===== src/rtl/relu_pkg.sv =====
// Shared types and constants for the ReLU layer driver: FSM state encoding and data-width defaults.
package relu_pkg;

    localparam int DATA_W_DEFAULT = 32;
    localparam int SIGN_BIT       = DATA_W_DEFAULT - 1;

    typedef enum logic [2:0] {
        IDLE    = 3'd0,
        READ    = 3'd1,
        ISSUE   = 3'd2,
        CAPTURE = 3'd3,
        FINISH  = 3'd4
    } state_t;

endpackage


===== src/rtl/relu_layer_driver.sv =====
// Sequences one layer's results through an external ReLU unit: read, issue, capture, write back.
// Optional macro RELU_LAYER_DRIVER_CLAMP_COUNT_EN adds clamp_count (negative inputs seen this run).
//
// state   | meaning
// IDLE    | waiting for start, all outputs low
// READ    | src_rd_en with src_addr = idx
// ISSUE   | src_data presented to ReLU with relu_valid
// CAPTURE | relu_out written to dst at idx; advance or finish
// FINISH  | one-cycle done pulse
module relu_layer_driver
    import relu_pkg::*;
#(
    parameter int NUM_NEURONS = 10,
    parameter int DATA_W      = DATA_W_DEFAULT,
    parameter int ADDR_W      = 4
) (
    input  logic              clock,
    input  logic              reset,
    input  logic              start,
    output logic              busy,
    output logic              done,
    output logic              src_rd_en,
    output logic [ADDR_W-1:0] src_addr,
    input  logic [DATA_W-1:0] src_data,
    output logic [DATA_W-1:0] relu_in,
    output logic              relu_valid,
    input  logic [DATA_W-1:0] relu_out,
    input  logic              relu_done,
    output logic              dst_wr_en,
    output logic [ADDR_W-1:0] dst_addr,
    output logic [DATA_W-1:0] dst_data
`ifdef RELU_LAYER_DRIVER_CLAMP_COUNT_EN
    ,
    output logic [ADDR_W:0]   clamp_count
`endif
);

    localparam logic [ADDR_W-1:0] LAST_IDX = ADDR_W'(NUM_NEURONS - 1);

    state_t            state;
    state_t            state_nxt;
    logic [ADDR_W-1:0] idx;
    logic [ADDR_W-1:0] idx_nxt;

    // relu_done is a sticky level from the unit and carries no per-item information.
    logic relu_done_unused;
    assign relu_done_unused = relu_done;

    always_ff @(posedge clock) begin
        if (reset) begin
            state <= IDLE;
            idx   <= '0;
        end else begin
            state <= state_nxt;
            idx   <= idx_nxt;
        end
    end

    always_comb begin
        state_nxt  = state;
        idx_nxt    = idx;
        busy       = 1'b0;
        done       = 1'b0;
        src_rd_en  = 1'b0;
        src_addr   = '0;
        relu_in    = '0;
        relu_valid = 1'b0;
        dst_wr_en  = 1'b0;
        dst_addr   = '0;
        dst_data   = '0;
        case (state)
            IDLE: begin
                if (start) begin
                    state_nxt = READ;
                    idx_nxt   = '0;
                end
            end
            READ: begin
                busy      = 1'b1;
                src_rd_en = 1'b1;
                src_addr  = idx;
                state_nxt = ISSUE;
            end
            ISSUE: begin
                busy       = 1'b1;
                relu_valid = 1'b1;
                relu_in    = src_data;
                state_nxt  = CAPTURE;
            end
            CAPTURE: begin
                busy      = 1'b1;
                dst_wr_en = 1'b1;
                dst_addr  = idx;
                dst_data  = relu_out;
                if (idx == LAST_IDX) begin
                    state_nxt = FINISH;
                end else begin
                    idx_nxt   = idx + ADDR_W'(1);
                    state_nxt = READ;
                end
            end
            FINISH: begin
                busy      = 1'b1;
                done      = 1'b1;
                state_nxt = IDLE;
            end
            default: state_nxt = IDLE;
        endcase
    end

`ifdef RELU_LAYER_DRIVER_CLAMP_COUNT_EN
    always_ff @(posedge clock) begin
        if (reset) begin
            clamp_count <= '0;
        end else if (state == IDLE && start) begin
            clamp_count <= '0;
        end else if (state == ISSUE && src_data[DATA_W-1]) begin
            clamp_count <= clamp_count + (ADDR_W + 1)'(1);
        end
    end
`endif

endmodule


===== config.mk =====
export PLATFORM = sky130hd
export DESIGN_NAME = relu_layer_driver
export DESIGN_NICKNAME = d
export VERILOG_FILES = /design/src/rtl/relu_pkg.sv /design/src/rtl/relu_layer_driver.sv
export SDC_FILE = /design/constraint.sdc
export NUM_CORES = 1
export LEC_CHECK = 0
export CORE_MARGIN = 8
export CORE_UTILIZATION = 24
export DETAILED_ROUTE_END_ITERATION = 10
export PLACE_DENSITY = 0.89
export SKIP_CTS_REPAIR_TIMING = 1
export SKIP_LAST_GASP = 1
export SYNTH_ARGS = -nofsm -noshare
export SYNTH_HDL_FRONTEND = slang
export SYNTH_SLANG_ARGS = --single-unit

===== constraint.sdc =====
create_clock -name clock -period 2.8 [get_ports clock]
set_input_delay 0.42 -clock clock [delete_from_list [all_inputs] [get_ports clock]]
set_output_delay 0.42 -clock clock [all_outputs]
set_load 0.01 [all_outputs]

==> impl_metrics.json, run 1 <==
{
  "port-buffer-count": 143,
  "synth_top_family_by_area": "simple AND/OR/NAND/NOR gates",
  "synth_mux_area_share_pct": 0,
  "p_leak_uw": 0.000927,
  "critPathRequiredTime_ps": 2380,
  "syn-num-nets": 192,
  "antenna_found_initial": 0,
  "final_cell_mix": "143 x clkdlybuf4s50_1, 72 x and2_1, 7 x dfxtp_1",
  "synth_compound_area_share_pct": 6.59,
  "clk_pin_slew_ps": 40,
  "num_rows": 22,
  "worst_pin_slew_ps": 494,
  "hold_viol_final": 0,
  "finClkSkew_ps": 2.33,
  "yosysWarningCount": 0,
  "end_kind": "output port",
  "cpPeakStageDelay_ps": 560,
  "synth_area_sq_um": 892,
  "use_met2_pct": 25.1,
  "setup_viol": 0,
  "fin_util_pct": 66.4,
  "synthCells": 122,
  "drc": 0,
  "finalCriticalPeriod_ps": 2380,
  "cts_buffer_depth": 2,
  "ant_nets": 0,
  "mostFrequentLayoutCell": "clkdlybuf4s50_1",
  "ys_seq_area_share_pct": 15.7,
  "syn_to_final_growth_pct": 168,
  "avgRoutedWirePerCell_microns": 14.9,
  "slew_headroom_pct": 67.0,
  "grt_pass1_wl_mm": 7.28,
  "power_density_nw_per_um2": 275,
  "grt_setup_unrepaired": "false",
  "grt_start_max_net_pins": 37,
  "fmax_ghz": 0.420,
  "cp_top_family": "buffers and inverters",
  "synth.largest_area_cell": "and2_1",
  "clk-insertion-delay-late_ps": 230,
  "first_iter_violations": 53,
  "timing.final.crit_share_pct": 85.1,
  "layout-drive-gt1-share_pct": 3.07,
  "wl_mm": 4.60,
  "ir_drop_mv": 0.182,
  "dr.pass1.iters": 4,
  "die_h_microns": 77.0,
  "place_congestion": 0.760,
  "htreeDepth": 1,
  "initial_core_util_pct": 24.7,
  "synth_xor_area_share_pct": 2.95,
  "synth_simple_gate_area_share_pct": 65.1,
  "top_usage_layer": "met2",
  "nFillCells": 295,
  "crit_fanout": 36,
  "maxCapViolCount": 0,
  "nets": 332,
  "synth_fa_ha_area_share_pct": 2.81,
  "first_global_vias": 1382,
  "timing.critical_path.buf_inv": 3,
  "path_cells": "nand3b_4, inv_1, buf_4, and2_1, clkdlybuf4s50_1",
  "slowest_stage": "clkdlybuf4s50_1",
  "grt_util_met1_pct": 13.0,
  "tns_ps": 0,
  "avgViaCountPerCell": 4.25,
  "dp_hpwl_mm": 4.07,
  "grt_usage_pct": 15.1,
  "status": "complete, no violations",
  "total_power_uw": 659,
  "slew_viol_final": 0,
  "critical_path_arrival_ps": 1960,
  "ys_types": 29,
  "syn_area_per_cell_sq_um": 7.31,
  "hold_path_class": "flop to flop",
  "yosys-top-cells-area": "and2_1 50%, dfxtp_1 16%, ha_1 2.8%",
  "coreArea_sq_um": 3610,
  "grt_overflow": 0,
  "criticalPathCategory": "flop to output port",
  "dr_total_vias": 1312,
  "die_w_microns": 77.0,
  "ys_ff_latch": 7,
  "cts_buffers": 3,
  "die_area_sq_um": 5920,
  "ctsRootBufferMaster": "clkbuf_8",
  "num_io_pins": 145,
  "yosys.area.top_type_share_pct": 50.5,
  "met3_usage_pct": 12.2,
  "num_antenna_cells": 0,
  "clock_sinks": 7,
  "critPathLaunchType": "flop",
  "cts_tree": "built"
}
## power by group
| part | switching (uW) | internal [uW] |
|---|---|---|
| sequential | 15.5 | 107 |
| combinational | 138 | 253 |
| clock | 46.0 | 98.7 |
## stage by stage
stage	setup slack [ps]	std cells	area [sq um]	hold WS, ps
after global placement	658	305	2350	540
after global routing	272	309	2390	579
after floorplan	1200	122	892	506
after detailed placement	630	305	2350	550
final	417	309	2390	550
after CTS	386	309	2390	557
## synthesized netlist by cell type
cell	n
o21ai_0	1
inv_1	3
nand3b_4	1
a21oi_1	1
o211ai_1	1
nand2_1	1
o32ai_1	2
and2_1	72
buf_2	4
xnor2_1	2
o21bai_1	1
clkbuf_1	4
o21ai_2	1
nand3_1	1
nor2_1	2
nor3b_1	1
or4_1	2
buf_6	1
and3b_1	1
buf_1	1
nand2b_1	2
or4b_1	2
nor3_1	2
dfxtp_1	7
a211oi_1	1
ha_1	2
xor2_1	1
nor3b_2	1
nand3b_1	1
## worst reg2reg max path, delay by kind of cell, from the launching register on
family	cells	cell delay, ps
compound gates	1	130
fa+ha+maj	1	190
buf+inv	1	90
flops	1	370
simple gates	2	600
## kinds of logic after synthesis
family | after synthesis
DFF | 7
buffers and inverters | 13
adders and majority gates | 2
and+or+nand+nor | 89
AOI/OAI and AO/OA | 8
xor gates and xnor gates | 3
## final timing paths
path | end | cells after the start | slack [ps] | from
worst min register to register | idx[0] | 2 | 550 | idx[0]
worst max register to register | idx[2] | 5 | 1360 | idx[1]
worst max-delay path | dst_data[31] | 5 | 420 | state[0]
worst min-delay path | idx[0] | 2 | 550 | idx[0]
## routing by layer
metal	up-vias	routed length [microns]	part of all wire (%)
met1	542	1510	33
met2	102	2090	45
met5	-	0	0
met3	6	906	20
li1	662	-	-
met4	0	97	2.1
## registers in the layout (all words and copies together) (netlist names)
register,count
idx,4
state,3
## layout make-up
| class | count | area, sq um | share of cell area (%) |
|---|---|---|---|
| sequential | 7 | 140 | 5.85 |
| timing repair buffer | 145 | 1450 | 60.4 |
| clock buffer | 4 | 45.0 | 1.88 |
| inverter | 3 | 11.3 | 0.470 |
| multi-input combinational | 102 | 691 | 28.9 |
| tap | 48 | 60.1 | 2.51 |
Power figures use the tool's default switching activity.
==> run 2, diff against run 1 <==
SKIP_LAST_GASP = not set   (was 1)
==> results of run 2 <==
Final layout, timing and power as in run 1 (identical DEF).
==> run 3, diff against run 2 <==
ABC_CLOCK_PERIOD_IN_PS = 2800   (was not set)
==> results of run 3 <==
Final layout, timing and power as in run 1 (identical DEF).
